## src/rtl/m68k_ram_pkg.sv

```systemverilog
// Shared types and constants for the 68000-to-byte-RAM bridge.
package m68k_ram_pkg;

  localparam int ADDR_W_DEFAULT = 12;

  // Index into the two-bit strobe vector: bit UPPER is the even byte (D15:8).
  localparam int UPPER = 0;
  localparam int LOWER = 1;

  typedef enum logic [2:0] {
    IDLE,
    HI,
    LO,
    CAP,
    ACK
  } state_t;

endpackage

```

## src/rtl/m68k_ram_bridge_if.sv

```systemverilog
// CPU bus and RAM port of the bridge; slave = the bridge, master = CPU + RAM side.
interface m68k_ram_bridge_if #(
  parameter int ADDR_W = m68k_ram_pkg::ADDR_W_DEFAULT
);

  logic              cs;
  logic              rw;
  logic              uds_n;
  logic              lds_n;
  logic [ADDR_W-2:0] addr;
  logic [15:0]       data_in;
  logic [15:0]       data_out;
  logic              dtack_n;
  logic              ram_ce;
  logic              ram_oce;
  logic              ram_reset;
  logic              ram_wre;
  logic [ADDR_W-1:0] ram_ad;
  logic [7:0]        ram_din;
  logic [7:0]        ram_dout;

  modport slave (
    input  cs, rw, uds_n, lds_n, addr, data_in, ram_dout,
    output data_out, dtack_n, ram_ce, ram_oce, ram_reset, ram_wre, ram_ad, ram_din
  );

  modport master (
    output cs, rw, uds_n, lds_n, addr, data_in, ram_dout,
    input  data_out, dtack_n, ram_ce, ram_oce, ram_reset, ram_wre, ram_ad, ram_din
  );

endinterface

```

## src/rtl/m68k_ram_bridge.sv

```systemverilog
// Splits 68000 word/byte cycles into two sequential 8-bit RAM accesses with fixed DTACK latency.
// Optional RAM_BYTE_SKIP_EN skips the phase of an inactive byte lane for a shorter acknowledge.
module m68k_ram_bridge
  import m68k_ram_pkg::*;
#(
  parameter int ADDR_W = ADDR_W_DEFAULT
) (
  input  logic             clk,
  input  logic             reset_n,
  m68k_ram_bridge_if.slave bus
);

  state_t            r_state;
  state_t            w_next;

  logic              r_rw;
  logic [1:0]        r_strb;
  logic [ADDR_W-2:0] r_addr;
  logic [15:0]       r_wdata;
  logic [15:0]       r_rdata;
  logic              r_dtack_n;
  logic              r_ce;
  logic              r_wre;
  logic [ADDR_W-1:0] r_ad;
  logic [7:0]        r_din;
  logic              r_capHi;
  logic              r_capLo;

  logic [1:0]        w_strbIn;
  logic              w_rw;
  logic [1:0]        w_strb;
  logic [ADDR_W-2:0] w_addr;
  logic [15:0]       w_wdata;
  logic              w_ce;
  logic              w_wre;
  logic [ADDR_W-1:0] w_ad;
  logic [7:0]        w_din;
  logic              w_capHi;
  logic              w_capLo;

  assign w_strbIn = {~bus.lds_n, ~bus.uds_n};

  // The first RAM phase is set up on the same edge that latches the request,
  // so in IDLE the live bus is used instead of the (not yet loaded) latch.
  assign w_rw    = (r_state == IDLE) ? bus.rw      : r_rw;
  assign w_strb  = (r_state == IDLE) ? w_strbIn    : r_strb;
  assign w_addr  = (r_state == IDLE) ? bus.addr    : r_addr;
  assign w_wdata = (r_state == IDLE) ? bus.data_in : r_wdata;

  always_ff @(posedge clk or negedge reset_n) begin
    if (!reset_n) r_state <= IDLE;
    else          r_state <= w_next;
  end

  always_comb begin
    w_next = r_state;
    case (r_state)
      IDLE: begin
        if (bus.cs) begin
`ifdef RAM_BYTE_SKIP_EN
          if (!w_strbIn[UPPER] && !w_strbIn[LOWER]) w_next = ACK;
          else if (!w_strbIn[UPPER])                w_next = LO;
          else                                      w_next = HI;
`else
          w_next = HI;
`endif
        end
      end
      HI: begin
        if (!bus.cs) w_next = IDLE;
`ifdef RAM_BYTE_SKIP_EN
        else if (!r_strb[LOWER]) w_next = CAP;
`endif
        else w_next = LO;
      end
      LO:      w_next = bus.cs ? CAP : IDLE;
      CAP:     w_next = bus.cs ? ACK : IDLE;
      ACK:     w_next = bus.cs ? ACK : IDLE;
      default: w_next = IDLE;
    endcase
  end

  // RAM controls are computed for the state being entered so that they are
  // registered and stable for the whole cycle that the RAM samples at its end.
  always_comb begin
    w_ce  = 1'b0;
    w_wre = 1'b0;
    w_ad  = r_ad;
    w_din = r_din;
    case (w_next)
      HI: begin
        w_ad  = {w_addr, 1'b0};
        w_ce  = w_strb[UPPER];
        w_wre = w_strb[UPPER] & ~w_rw;
        w_din = w_wdata[15:8];
      end
      LO: begin
        w_ad  = {w_addr, 1'b1};
        w_ce  = w_strb[LOWER];
        w_wre = w_strb[LOWER] & ~w_rw;
        w_din = w_wdata[7:0];
      end
      default: ;
    endcase
    w_capHi = (r_state == HI) && (w_next != IDLE) && r_rw && r_strb[UPPER];
    w_capLo = (r_state == LO) && (w_next != IDLE) && r_rw && r_strb[LOWER];
  end

  // Read bytes arrive one cycle after the RAM samples the address; the capture
  // flags remember which lane is due and an abort (cs low) suppresses the capture.
  always_ff @(posedge clk or negedge reset_n) begin
    if (!reset_n) begin
      r_rw      <= 1'b0;
      r_strb    <= 2'b00;
      r_addr    <= '0;
      r_wdata   <= 16'h0000;
      r_rdata   <= 16'h0000;
      r_dtack_n <= 1'b1;
      r_ce      <= 1'b0;
      r_wre     <= 1'b0;
      r_ad      <= '0;
      r_din     <= 8'h00;
      r_capHi   <= 1'b0;
      r_capLo   <= 1'b0;
    end else begin
      if (r_state == IDLE && bus.cs) begin
        r_rw    <= bus.rw;
        r_strb  <= w_strbIn;
        r_addr  <= bus.addr;
        r_wdata <= bus.data_in;
      end
      r_ce    <= w_ce;
      r_wre   <= w_wre;
      r_ad    <= w_ad;
      r_din   <= w_din;
      r_capHi <= w_capHi;
      r_capLo <= w_capLo;
      if (bus.cs && r_capHi) r_rdata[15:8] <= bus.ram_dout;
      if (bus.cs && r_capLo) r_rdata[7:0]  <= bus.ram_dout;
      r_dtack_n <= !((r_state == ACK) && bus.cs);
    end
  end

  assign bus.data_out  = r_rdata;
  assign bus.dtack_n   = r_dtack_n;
  assign bus.ram_ce    = r_ce;
  assign bus.ram_oce   = 1'b1;
  assign bus.ram_reset = 1'b0;
  assign bus.ram_wre   = r_wre;
  assign bus.ram_ad    = r_ad;
  assign bus.ram_din   = r_din;

endmodule

```

## src/flat_wrapper.sv

```systemverilog
// flat-port wrapper written by rule: the top's interface ports become plain ports
module m68k_ram_bridge_flat import m68k_ram_pkg::*;
#(
  parameter int ADDR_W = ADDR_W_DEFAULT
)
  (clk, reset_n, bus_cs, bus_rw, bus_uds_n, bus_lds_n, bus_addr, bus_data_in, bus_ram_dout, bus_data_out, bus_dtack_n, bus_ram_ce, bus_ram_oce, bus_ram_reset, bus_ram_wre, bus_ram_ad, bus_ram_din);
  m68k_ram_bridge_if #(.ADDR_W(ADDR_W)) bus_i ();
  input  logic clk;
  input  logic reset_n;
  input wire logic [$bits(bus_i.cs)-1:0] bus_cs;
  input wire logic [$bits(bus_i.rw)-1:0] bus_rw;
  input wire logic [$bits(bus_i.uds_n)-1:0] bus_uds_n;
  input wire logic [$bits(bus_i.lds_n)-1:0] bus_lds_n;
  input wire logic [$bits(bus_i.addr)-1:0] bus_addr;
  input wire logic [$bits(bus_i.data_in)-1:0] bus_data_in;
  input wire logic [$bits(bus_i.ram_dout)-1:0] bus_ram_dout;
  output wire logic [$bits(bus_i.data_out)-1:0] bus_data_out;
  output wire logic [$bits(bus_i.dtack_n)-1:0] bus_dtack_n;
  output wire logic [$bits(bus_i.ram_ce)-1:0] bus_ram_ce;
  output wire logic [$bits(bus_i.ram_oce)-1:0] bus_ram_oce;
  output wire logic [$bits(bus_i.ram_reset)-1:0] bus_ram_reset;
  output wire logic [$bits(bus_i.ram_wre)-1:0] bus_ram_wre;
  output wire logic [$bits(bus_i.ram_ad)-1:0] bus_ram_ad;
  output wire logic [$bits(bus_i.ram_din)-1:0] bus_ram_din;
  assign bus_i.cs = bus_cs;
  assign bus_i.rw = bus_rw;
  assign bus_i.uds_n = bus_uds_n;
  assign bus_i.lds_n = bus_lds_n;
  assign bus_i.addr = bus_addr;
  assign bus_i.data_in = bus_data_in;
  assign bus_i.ram_dout = bus_ram_dout;
  assign bus_data_out = bus_i.data_out;
  assign bus_dtack_n = bus_i.dtack_n;
  assign bus_ram_ce = bus_i.ram_ce;
  assign bus_ram_oce = bus_i.ram_oce;
  assign bus_ram_reset = bus_i.ram_reset;
  assign bus_ram_wre = bus_i.ram_wre;
  assign bus_ram_ad = bus_i.ram_ad;
  assign bus_ram_din = bus_i.ram_din;
  m68k_ram_bridge #(.ADDR_W(ADDR_W)) u_core (.clk(clk), .reset_n(reset_n), .bus(bus_i));
endmodule
```

## config.mk

```make
export PLATFORM = sky130hd
export DESIGN_NAME = m68k_ram_bridge_flat
export DESIGN_NICKNAME = d
export VERILOG_FILES = /design/src/rtl/m68k_ram_pkg.sv /design/src/rtl/m68k_ram_bridge_if.sv /design/src/rtl/m68k_ram_bridge.sv /design/src/flat_wrapper.sv
export SDC_FILE = /design/constraint.sdc
export NUM_CORES = 1
export LEC_CHECK = 0
export CORE_ASPECT_RATIO = 0.5
export CORE_UTILIZATION = 45
export CTS_CLUSTER_DIAMETER = 80
export DETAILED_ROUTE_END_ITERATION = 8
export PLACE_DENSITY = 0.89
export SLEW_MARGIN = 20
export SYNTH_ARGS = -nofsm -noshare
export SYNTH_HDL_FRONTEND = slang
export SYNTH_SLANG_ARGS = --single-unit
```

## constraint.sdc

```tcl
create_clock -name clk -period 2.5 [get_ports clk]
set_input_delay 0.25 -clock clk [delete_from_list [all_inputs] [get_ports clk]]
set_output_delay 0.25 -clock clk [all_outputs]
set_load 0.05 [all_outputs]
```

==> results.md <==
* Max VDD drop at 0.480 mV
* Die area at 6360 um^2
* Post-Syn Instances at 243
* Slew Limit Headroom at 45.6%
* DR DRC count at 7
* Failing checks: design-rule violations
* EDFF count, synth at 0
* Worst slew pin tran at 0.816 ns
* Final setup vio count at 0
* Leak at 1.76 nW
* Post_cts resized at 0
* Status: finished, violations left
* Fin Setup TNS at 0 ns
* First-iteration detailed-routing DRC count at 147
* H-tree Lvls at 3
* Synth cell count leaders: nand2_1, dfrtp_1, nor2_1
* Post-synth net total at 284
* Top Family by Delay on Critical Path: buffers and inverters
* RSZ-0062 raised after global routing: no
* Period utilization at 75.2%
* Die span in x at 112 um
* Fin Hold WS at 0.100 ns
* Gpl congestion at 0.741
* Multi-input gate area at 963 um^2
* Initial antenna violation count at 0
* Crit-path max cell delay at 0.80 ns
* Placed cell count at 381
* Crit path buf inv count at 1
* # Max-Cap Violations at 0
* Post-route insts no fill at 396
* FFs w/ async S/R, synth at 100%
* Crit path capture type: output port
* Min-delay worst type: primary input to asynchronous set/reset pin
* Clk sink count at 66
* FILL cells at 423
* Slew Limit Fails at 0
* Vias per cell at 5.18
* Cell Rows at 19
* Leading cell type by number of instances after synthesis: nand2_1
* Setup Crit Path Kind: register to output port
* Post-DR wirelength/cell at 15.6 um
* Largest area contributor in the netlist: dfrtp_1
* Slowest CP cell: clkdlybuf4s50_1
* Final Skew at 0.00903 ns
* Synthesized flop and latch total at 66
* Tot Pwr at 4.27 mW
* Hpwl dp at 3.95 mm
* DRT antenna net count at 0
* Sequential share of the synthesized area at 60.9%
* Input/output buffers at 79
* Cell area after layout at 3840 um^2
* Avg Synthesized Cell Area at 11.2 um^2
* Core area at 5630 um^2
* Global-route usage over all layers at 22.0%
* Vias at 2051
* Postcts setup bufs at 0
* Period minus WS final at 1.88 ns
* Height of the die at 56.9 um
* Reg clk slew, reported paths at 0.05 ns
* Crit-path max FO at 1
* Antenna diode count at 0
* Nets at 360
* Layout cell share with drive strength beyond 1 at 13.3%
* Vias in the first global route at 2207
* Register area at 1650 um^2
* I/O pins at 82
* Cell Chain, Critical Path: clkdlybuf4s50_1
* Max Fclk at 532 MHz
* Final Hold Viols at 0
* First-pass GRT wire length at 10.6 mm
* Mapped Area at 2710 um^2
* Main area contributors after synthesis: dfrtp_1, nand2_1, mux2_2
* CTS Buf Count at 9
* Distinct cells, synth at 27
* Crit path launch type: register
* CP Data Arrival Time at 1.63 ns
* DR pass1 iterations at 6
* DP Area at 3540 um^2
* Largest net degree at the start of global routing at 67
* Area Growth Syn to Fin at 41.7%
* Commonest register cell after synthesis: dfrtp_1
* Max clock buf depth at 2
* CTS tree: done
* CTS root buf: clkbuf_16
* Cell Pwr Density at 1110 nW/um^2
* Post-Route WL at 6.20 mm
* Required @ worst endpoint at 2.25 ns
* Worst-Skew Late Latency at 0.32 ns
* Gr ovfl total at 0
* Initial Util at 48.1%
* Top cell type's share of synthesized area at 60.0%
* # hold bufs at CTS at 0
* YS warnings at 0
[through the flow]
stage / util [%] / setup slack [ns]
after floorplan: - / 0.906
after global placement: 62.8 / 0.526
after detailed placement: 62.8 / 0.516
after CTS: 68.2 / 0.611
after global routing: 68.2 / 0.592
final: 68.2 / 0.620
[final timing paths]
| path | startpoint | endpoint | slack [ns] | cells past startpoint |
|---|---|---|---|---|
| setup / recovery | u_core.bus.dtack_n$_DFF_PN1_ | bus_dtack_n | 0.62 | 1 |
| hold / removal | reset_n | u_core.bus.ram_ad[9]$_DFFE_PN0P_ | 0.10 | 2 |
| setup reg to reg | u_core.r_state[0]$_DFF_PN0_ | u_core.bus.ram_din[1]$_DFFE_PN0P_ | 0.71 | 4 |
| hold reg to reg | u_core.r_wdata[1]$_DFFE_PN0P_ | u_core.r_wdata[1]$_DFFE_PN0P_ | 0.47 | 2 |
| max in group asynchronous | reset_n | u_core.r_state[2]$_DFF_PN0_ | 1.86 | 2 |
| min in group clk | bus_data_in[3] | u_core.r_wdata[3]$_DFFE_PN0P_ | 0.47 | 3 |
[kinds of logic (layout without fill, tap and decap cells)]
group | Yosys count | in the layout | share of synthesized area (%)
buf+inv | 20 | 100 | 4.15
simple gates | 104 | 104 | 17.4
compound gates | 23 | 23 | 6.18
mux | 27 | 27 | 10.7
xor+xnor | 1 | 1 | 0.323
flops | 66 | 66 | 60.9
other cells | 2 | 2 | 0.277
[where the power goes]
group	internal, mW	switching, mW	total, mW	leakage (nW)
sequential	1.34	0.159	1.50	0.815
combinational	0.552	0.954	1.51	0.798
clock	0.845	0.418	1.26	0.152
total	2.74	1.53	4.27	1.76
[sequential cells by signal, indices dropped and copies added, names as in the netlist]
signal	cells
u_core.r_rw	1
u_core.r_capHi	1
u_core.r_strb	2
u_core.bus.ram_ad	12
u_core.r_addr	11
u_core.r_capLo	1
u_core.bus.data_out	16
u_core.bus.ram_din	8
u_core.bus.dtack_n	1
u_core.r_state	3
u_core.bus.ram_ce	1
u_core.r_wdata	8
u_core.bus.ram_wre	1
[metal layers]
metal,part of all wire [%],up-vias,track usage [%],wire length (um)
met5,0,-,0,0
met1,42,1009,24.8,2570
met3,5.2,11,6.91,320
met4,1.3,0,9.85,82
met2,52,63,39.1,3220
li1,-,968,-,-
[area by class of cell]
| class | instances | share of cell area [%] |
|---|---|---|
| Sequential cell | 66 | 43.0 |
| Multi-Input combinational cell | 157 | 25.1 |
| Timing Repair Buffer | 85 | 21.6 |
| Clock buffer | 13 | 7.03 |
| Tap cell | 73 | 2.38 |
| Clock inverter | 2 | 0.911 |
[cell usage in the layout, fill, tap and decap left out]
| cell type | netlist | routed |
|---|---|---|
| dfstp_2 | 1 | 1 |
| o221a_2 | 1 | 1 |
| nor3b_2 | 0 | 1 |
| clkinv_2 | 0 | 1 |
| nor4b_2 | 0 | 1 |
| o21ai_1 | 3 | 3 |
| a21oi_1 | 11 | 11 |
| conb_1 | 2 | 2 |
| nand4b_1 | 2 | 2 |
| nand2b_1 | 1 | 1 |
| buf_2 | 12 | 1 |
| nand2_1 | 66 | 66 |
| nor3_2 | 0 | 1 |
| mux2i_1 | 11 | 11 |
| buf_4 | 2 | 6 |
| or3b_2 | 1 | 1 |
| nor2_1 | 17 | 17 |
| a21boi_0 | 1 | 1 |
| nand3_1 | 1 | 1 |
| o221a_1 | 7 | 7 |
| xnor2_1 | 1 | 1 |
| clkdlybuf4s50_1 | 0 | 78 |
| clkbuf_1 | 4 | 1 |
| dfrtp_1 | 65 | 65 |
| bufinv_16 | 0 | 1 |
| mux2_2 | 16 | 16 |
| clkbuf_8 | 0 | 3 |
| nand3b_1 | 9 | 9 |
| nor3b_1 | 2 | 1 |
| and4_1 | 2 | 2 |
| clkbuf_16 | 0 | 9 |
| or4b_1 | 1 | 1 |
(Power assumes the default switching activity.)
